File: src/rtl/id_ex_pipe_reg.sv
// rtl/id_ex_pipe_reg.sv - ID/EX pipeline register with stall, flush, immediate extension and hazard counters
//
// Purpose: registers everything the execute stage needs from decode/register-read.
//   flush > stall > load on every rising edge; flush inserts a NOP bubble (all zeros).
//   The raw immediate is sign- or zero-extended before it is registered.
//   stall_cnt / bubble_cnt are saturating debug counters for pipeline hazard analysis.
//
// Ports:
//   clk, rst_n           clock (rising edge), asynchronous active-low reset
//   stall, flush         hold / bubble-insert controls
//   cnt_clr              synchronous clear of both event counters
//   in_valid + decode    control (ALUOp, RegWrite, RegDst, ALUSrc, MemWrite, MemRead, MemtoReg),
//                        ext_zero, operands (RsData, RtData), imm, register addresses
//   *Out                 registered copies of the above; ValidOut marks a real instruction
//   stall_cnt            edges on which a stall held the stage
//   bubble_cnt           bubbles inserted by flush
module id_ex_pipe_reg #(
    parameter int DATA_W     = 32,
    parameter int IMM_W      = 16,
    parameter int REG_ADDR_W = 5,
    parameter int ALUOP_W    = 2,
    parameter int CNT_W      = 16
) (
    input  logic                  clk,
    input  logic                  rst_n,
    input  logic                  stall,
    input  logic                  flush,
    input  logic                  cnt_clr,
    input  logic                  in_valid,
    input  logic [ALUOP_W-1:0]    ALUOp,
    input  logic                  RegWrite,
    input  logic                  RegDst,
    input  logic                  ALUSrc,
    input  logic                  MemWrite,
    input  logic                  MemRead,
    input  logic                  MemtoReg,
    input  logic                  ext_zero,
    input  logic [DATA_W-1:0]     RsData,
    input  logic [DATA_W-1:0]     RtData,
    input  logic [IMM_W-1:0]      imm,
    input  logic [REG_ADDR_W-1:0] RsAddr,
    input  logic [REG_ADDR_W-1:0] RtAddr,
    input  logic [REG_ADDR_W-1:0] RdAddr,
    output logic                  ValidOut,
    output logic [ALUOP_W-1:0]    ALUOpOut,
    output logic                  RegWriteOut,
    output logic                  RegDstOut,
    output logic                  ALUSrcOut,
    output logic                  MemWriteOut,
    output logic                  MemReadOut,
    output logic                  MemtoRegOut,
    output logic [DATA_W-1:0]     RsDataOut,
    output logic [DATA_W-1:0]     RtDataOut,
    output logic [DATA_W-1:0]     ImmOut,
    output logic [REG_ADDR_W-1:0] RsAddrOut,
    output logic [REG_ADDR_W-1:0] RtAddrOut,
    output logic [REG_ADDR_W-1:0] RdAddrOut,
    output logic [CNT_W-1:0]      stall_cnt,
    output logic [CNT_W-1:0]      bubble_cnt
);

    logic [DATA_W-1:0] imm_ext;

    // Extension happens on the input side so ImmOut is a pure register output.
    generate
        if (IMM_W < DATA_W) begin : g_ext
            assign imm_ext = ext_zero ? {{(DATA_W-IMM_W){1'b0}}, imm}
                                      : {{(DATA_W-IMM_W){imm[IMM_W-1]}}, imm};
        end else begin : g_noext
            assign imm_ext = imm;
        end
    endgenerate

    always_ff @(posedge clk or negedge rst_n) begin
        if (!rst_n) begin
            ValidOut    <= 1'b0;
            ALUOpOut    <= '0;
            RegWriteOut <= 1'b0;
            RegDstOut   <= 1'b0;
            ALUSrcOut   <= 1'b0;
            MemWriteOut <= 1'b0;
            MemReadOut  <= 1'b0;
            MemtoRegOut <= 1'b0;
            RsDataOut   <= '0;
            RtDataOut   <= '0;
            ImmOut      <= '0;
            RsAddrOut   <= '0;
            RtAddrOut   <= '0;
            RdAddrOut   <= '0;
        end else if (flush) begin
            // Bubble: all-zero stage is a NOP with no write or memory side effects.
            ValidOut    <= 1'b0;
            ALUOpOut    <= '0;
            RegWriteOut <= 1'b0;
            RegDstOut   <= 1'b0;
            ALUSrcOut   <= 1'b0;
            MemWriteOut <= 1'b0;
            MemReadOut  <= 1'b0;
            MemtoRegOut <= 1'b0;
            RsDataOut   <= '0;
            RtDataOut   <= '0;
            ImmOut      <= '0;
            RsAddrOut   <= '0;
            RtAddrOut   <= '0;
            RdAddrOut   <= '0;
        end else if (!stall) begin
            // Control is captured even for invalid slots; consumers gate on ValidOut.
            ValidOut    <= in_valid;
            ALUOpOut    <= ALUOp;
            RegWriteOut <= RegWrite;
            RegDstOut   <= RegDst;
            ALUSrcOut   <= ALUSrc;
            MemWriteOut <= MemWrite;
            MemReadOut  <= MemRead;
            MemtoRegOut <= MemtoReg;
            RsDataOut   <= RsData;
            RtDataOut   <= RtData;
            ImmOut      <= imm_ext;
            RsAddrOut   <= RsAddr;
            RtAddrOut   <= RtAddr;
            RdAddrOut   <= RdAddr;
        end
    end

    // Counters follow their own rules: a flush counts as a bubble even when
    // stall is also high, and such an edge is not counted as a stall.
    always_ff @(posedge clk or negedge rst_n) begin
        if (!rst_n) begin
            stall_cnt  <= '0;
            bubble_cnt <= '0;
        end else if (cnt_clr) begin
            stall_cnt  <= '0;
            bubble_cnt <= '0;
        end else if (flush) begin
            if (bubble_cnt != '1) begin
                bubble_cnt <= bubble_cnt + CNT_W'(1);
            end
        end else if (stall) begin
            if (stall_cnt != '1) begin
                stall_cnt <= stall_cnt + CNT_W'(1);
            end
        end
    end

endmodule

File: config.mk
export PLATFORM = sky130hd
export DESIGN_NAME = id_ex_pipe_reg
export DESIGN_NICKNAME = d
export VERILOG_FILES = /design/src/rtl/id_ex_pipe_reg.sv
export SDC_FILE = /design/constraint.sdc
export NUM_CORES = 1
export LEC_CHECK = 0
export CORE_ASPECT_RATIO = 0.7
export CORE_MARGIN = 10
export CORE_UTILIZATION = 46
export CTS_CLUSTER_DIAMETER = 40
export CTS_CLUSTER_SIZE = 16
export DETAILED_ROUTE_END_ITERATION = 10
export PLACE_DENSITY = 0.85
export SLEW_MARGIN = 15
export SYNTH_ARGS = -nofsm -noshare
export SYNTH_HDL_FRONTEND = slang
export SYNTH_SLANG_ARGS = --single-unit
File: constraint.sdc
create_clock -name clk -period 3.3 [get_ports clk]
set_input_delay 0.66 -clock clk [delete_from_list [all_inputs] [get_ports clk]]
set_output_delay 0.66 -clock clk [all_outputs]
set_load 0.01 [all_outputs]
* Word-level counts from Yosys, hierarchy flattened
Cells that the tools add are included.
** Storage, ports and cells
- ROM bits :: 0
- Memories kept :: 0
- Bits in latches :: 0
- Memory bits (writable) :: 0
- Register bits :: 152
- Bits of input ports :: 110
- Output and inout bits :: 152
- Word-level logic and storage cells :: 64
** Cells by class
- Magnitude comparators :: 0
- Equality and inequality tests :: 4
- $mul :: 0
- Bitwise logic cells :: 0
- Mux-type cells :: 36
- Reduce and logical (&&, ||, !) cells :: 6
- Shift-type cells :: 0
- Div/mod/pow operators :: 0
- Add/subtract/negate cells :: 2
** Operators by type and width (number)
- 32-bit 2-to-1 mux :: 7
- 16-bit 2-to-1 mux :: 7
- 16-bit by 1-bit adder with 16-bit output (second input constant) :: 2
- 16-bit != test (second input constant) :: 2
- 5-bit 2-to-1 mux :: 6
- 1-bit 2-to-1 mux :: 14
- 2-bit nonzero test :: 4
- 2-bit 2-to-1 mux :: 2
- 2-bit by 1-bit != test with 1-bit output (second input constant) :: 2
- 3-bit AND reduction :: 1
- 2-bit AND reduction :: 1

* Longest topological paths before layout
- Depth in word-level cells :: 5
- Gate-level depth with buffers :: 6
- Depth with buffers taken out :: 5

* Least setup slack after synthesis
OpenSTA, ideal clock, no wires.
- Kind :: in2reg
- Start :: in flush
- End :: reg bubble_cnt[15]
- Arrival :: 1.996 ns
- Path buffers :: 2
- Stages on the path :: 6
- Required time :: 3.175 ns
- Setup time :: 0.125 ns
- Slack :: 1.179 ns
- Path through :: buf_2 -> nand4_1 -> or3_1 -> buf_2 -> nor4_1 -> mux2_2
** On the way
- Cells in the longest elaborated chain, start to end :: 2
** Ends and longest elaborated chain
- start: declaration :: line 27 : input logic flush,
- 2-bit nonzero test (no source line)
- 2-bit AND reduction (no source line)
- end signal: assignment :: line 136 : bubble_cnt <= bubble_cnt + CNT_W'(1);
- end: declaration :: line 59 : output logic [CNT_W-1:0] bubble_cnt
Every way passes these cells.
A chain may end at the register's enable or synchronous reset.

* Final worst setup path
- Start :: in flush
- End :: reg bubble_cnt[5]
The elaborated chain is that of the path after synthesis.

==> metrics.sh <==
DIE_H_UM=116
FIRST_PASS_GRT_WIRE_LENGTH_UM=29300
POST_SYNTH_NUM_CELL_TYPES=35
DPL.CELL_COUNT=938
GRT_USAGE=0.204
TOP_LEVEL_PORTS=262
DR.PASS1.ITERS=4
POST_CTS_HOLD_BUFFER_COUNT=0
CRIT_FANOUT=69
YOSYS.AREA.TOP_TYPE='sky130_fd_sc_hd__dfrtp_1'
SWITCHING_POWER_OF_THE_NETS_mW=1.04
FIRST_GLOBAL_VIAS=5286
VIAS_PER_CELL=5.20
TIMING.CRITICAL_PATH.ARRIVAL_NS=2.62
SHARE_OF_CELLS_ABOVE_DRIVE_STRENGTH_1=0.0597
CTS-ROOT-BUF='sky130_fd_sc_hd__clkbuf_16'
DRT_ITER0_MARKERS=270
FINALCRITPERIODSHARE=0.694
ANTENNA_VIOLATING_NETS_POST_ROUTE=0
CTS.REPAIR_TIMING.SETUP_BUFFER_COUNT=0
DIE_WIDTH_UM=157
TIMING.SETUP.CRITICAL_PATH_CLASS='in -> reg'
DRT_WL_TOTAL_UM=19100
SHARE_COMB_OF_TOTAL_POWER=0.136
RUN_STATUS='complete, no violations'
STDCELL_COUNT=971
MAX_TRANSITION_VIOLS_FINAL=0
STD_CELL_ROWS=35
AREA_ENCLOSED_BY_THE_DIE_BOUNDARY_SQ_UM=18300
SETUP-VIOLATIONS-FINAL=0
TRITONCTS_NUM_SINKS=137
FIN_SKEW_NS=0.00709
LEAKAGE_nW=4.15
MULTI_INPUT_AREA_SQ_UM=2370
MAPPEDNETLISTNETS=665
LAYOUT-AREA-OVERHEAD-VS-SYNTH_PCT=53.4
YOSYS-TOP-CELLS-AREA='sky130_fd_sc_hd__dfrtp_1 56%, sky130_fd_sc_hd__mux2i_1 17%, sky130_fd_sc_hd__nor2_1 7.3%, sky130_fd_sc_hd__a21oi_1 1.9%, sky130_fd_sc_hd__buf_4 1.9%'
SHARE_SEQ_OF_TOTAL_POWER=0.417
SETUP.WORST_PATH.START_CLASS='primary input'
ROUTE.DETAILED.WL_PER_INST_UM=19.7
VIA_COUNT=5051
INITIAL_CORE_UTIL=0.466
SYNTH_SEQUENTIAL_AREA_RATIO=0.564
DRC_VIOLATIONS=0
SYN_AREA_SQ_UM=6080
POWER.DENSITY_CELL_AREA_nW_PER_UM2=465
FINAL_TNS_SETUP_NS=0
CLOCK_TREE.BUFFER_DEPTH=2
ANTENNA_FOUND_INITIAL=1
REGAREA_SQ_UM=3430
MAX_CAP_VIOLATIONS=0
CLOCK_TRANSITION_AT_THE_REGISTER_CLOCK_PINS_ON_THE_WORST_SETUP_AND_HOLD_PATHS_AFTER_CTS_NS=0.06
N_FILL_CELL=943
GLOBALROUTEOVERFLOWTOTAL=0
INTPOWER_mW=3.29
GRT_SETUP_UNREPAIRED='no'
TRITONCTS_CLOCK_TREE='done'
FINALHOLDVIOLATIONS=0
COREAREA_SQ_UM=13100
WORSTHOLDPATHTYPE='in -> async'
CLOCK_POWER_SHARE=0.447
SYN_AREA_PER_CELL_SQ_UM=11.0
GRT_MAX_DEGREE=98
CLK_LATENCY_NS=0.41
YOSYS.AREA.TOP_TYPE_SHARE=0.564
HTREEDEPTH=4
ENDPOINT_KIND='flop'
FMAXACHIEVABLE_GHz=0.437
BUFFER_PORTS.INSERTED=261
FINAL_WEIGHTED_CONGESTION_IN_ROUTABILITY_DRIVEN_PLACEMENT=0.833
WORSTPATHREQUIRED_NS=3.63
FINALWORSTPATHREQUIREDPERIOD_NS=2.29
SYNTHCELLS=553
SLEW_HEADROOM=0.423
POST_CTS_RESIZED=0
YS_WARN_COUNT=0
TIMING_WORST_SLEW_PIN_VALUE_NS=0.863
DP_HPWL_UM=14300
IRDROPWORSTVDD_mV=0.382
TRITONCTS_BUFFER_COUNT=17
FIN_NETS=903
REGTOREGSETUPSLACK_NS=1.10
YS_SEQ_ELEMENTS=137
POWER_SWITCHING_SHARE=0.241
-- power groups by stage --
| stage | Combinational (mW) | Sequential [mW] | Clock [mW] |
|---|---|---|---|
| 3_3_place_gp | 0.582 | 1.83 | 0 |
| 6_report | 0.590 | 1.81 | 1.93 |
| 2_1_floorplan | 0.185 | 1.87 | 0 |
| 5_1_grt | 0.638 | 1.81 | 2.04 |
| 4_1_cts | 0.598 | 1.81 | 1.97 |
| 3_5_place_dp | 0.595 | 1.83 | 0 |
-- cell usage after synthesis, drive strengths merged --
| library cell | n |
|---|---|
| a21oi | 23 |
| a31oi | 1 |
| and3 | 3 |
| and4 | 2 |
| buf | 31 |
| clkbuf | 19 |
| dfrtp | 137 |
| ha | 2 |
| inv | 6 |
| mux2 | 4 |
| mux2i | 105 |
| nand2 | 8 |
| nand2b | 2 |
| nand3 | 11 |
| nand3b | 1 |
| nand4 | 10 |
| nor2 | 118 |
| nor2b | 5 |
| nor3 | 8 |
| nor3b | 1 |
| nor4 | 7 |
| o21a | 1 |
| o21ai | 5 |
| o311ai | 1 |
| o31a | 1 |
| o31ai | 13 |
| o41ai | 3 |
| or2 | 1 |
| or3 | 10 |
| or4 | 11 |
| or4b | 1 |
| xor2 | 2 |
-- state kept, by name, summed over array words and instances (netlist names) --
| signal | count |
|---|---|
| RsDataOut | 32 |
| RtDataOut | 32 |
| ImmOut | 17 |
| bubble_cnt | 16 |
| stall_cnt | 16 |
| RdAddrOut | 5 |
| RsAddrOut | 5 |
| RtAddrOut | 5 |
| ALUOpOut | 2 |
| ALUSrcOut | 1 |
| MemReadOut | 1 |
| MemWriteOut | 1 |
| MemtoRegOut | 1 |
| RegDstOut | 1 |
| RegWriteOut | 1 |
| ValidOut | 1 |
-- cell families after synthesis --
| logic type | synth area share |
|---|---|
| XOR/XNOR | 0.00288 |
| buffers and inverters | 0.0453 |
| AO/OA/AOI/OAI | 0.0488 |
| adder cells (fa/ha/maj) | 0.00412 |
| multiplexers | 0.180 |
| AND/OR/NAND/NOR | 0.154 |
| flip-flops | 0.564 |
-- stage by stage --
stage	power, mW	worst slack, ns	hold WS, ns	utilization	area (sq um)
3_3_place_gp	2.41	0.618	0.501	0.668	8720
6_report	4.33	1.01	0.192	0.714	9320
4_1_cts	4.37	0.985	0.201	0.714	9320
3_5_place_dp	2.43	0.601	0.512	0.668	8720
5_1_grt	4.49	0.844	0.203	0.714	9320
2_1_floorplan	2.05	1.18	0.364	-	6080
-- layer usage --
layer	vias up	global-route usage	share of wire
met2	216	0.340	0.48
met1	2421	0.229	0.38
met3	14	0.100	0.12
li1	2400	-	-
met5	-	0	0
met4	0	0.0590	0.011
-- final timing paths --
| check | start | endpoint | cells after the start |
|---|---|---|---|
| max | flush | bubble_cnt[5] | 5 |
| min | rst_n | RtDataOut[8] | 1 |
| max reg2reg | bubble_cnt[1] | bubble_cnt[1] | 5 |
| min reg2reg | RtDataOut[25] | RtDataOut[25] | 2 |
| max in group asynchronous | rst_n | RsDataOut[26] | 2 |
| min in group clk | RtDataOut[25] | RtDataOut[25] | 2 |
-- layout make-up --
| class | count | share of cell area |
|---|---|---|
| tap | 166 | 0.0223 |
| clock inverter | 13 | 0.0181 |
| multi-input combinational | 360 | 0.255 |
| antenna | 1 | 0.000268 |
| clock buffer | 19 | 0.0464 |
| timing repair buffer | 269 | 0.288 |
| sequential | 137 | 0.368 |
| inverter | 6 | 0.00242 |
-- placed cells by master (no fill, tap or decap), drive strengths merged, types with 4 or more instances in the layout --
cell             n
or4             11
nor4             7
inv              8
nand3           11
o21ai            5
nor3             8
clkdlybuf4s50  258
or3             10
nand2            8
clkbuf          19
clkinv           7
buf             11
o31ai           13
nor2b            5
nand4           10
a21oi           23
mux2i          105
nor2           118
dfrtp          137
mux2             4
-- worst max-delay path: stages --
cell and delay, ns:
sky130_fd_sc_hd__buf_4 0.42, sky130_fd_sc_hd__buf_4 0.66, sky130_fd_sc_hd__nand2_1 0.18, sky130_fd_sc_hd__or4_1 0.53, sky130_fd_sc_hd__a21oi_1 0.15
No activity file was read; power rests on OpenSTA's default activity.
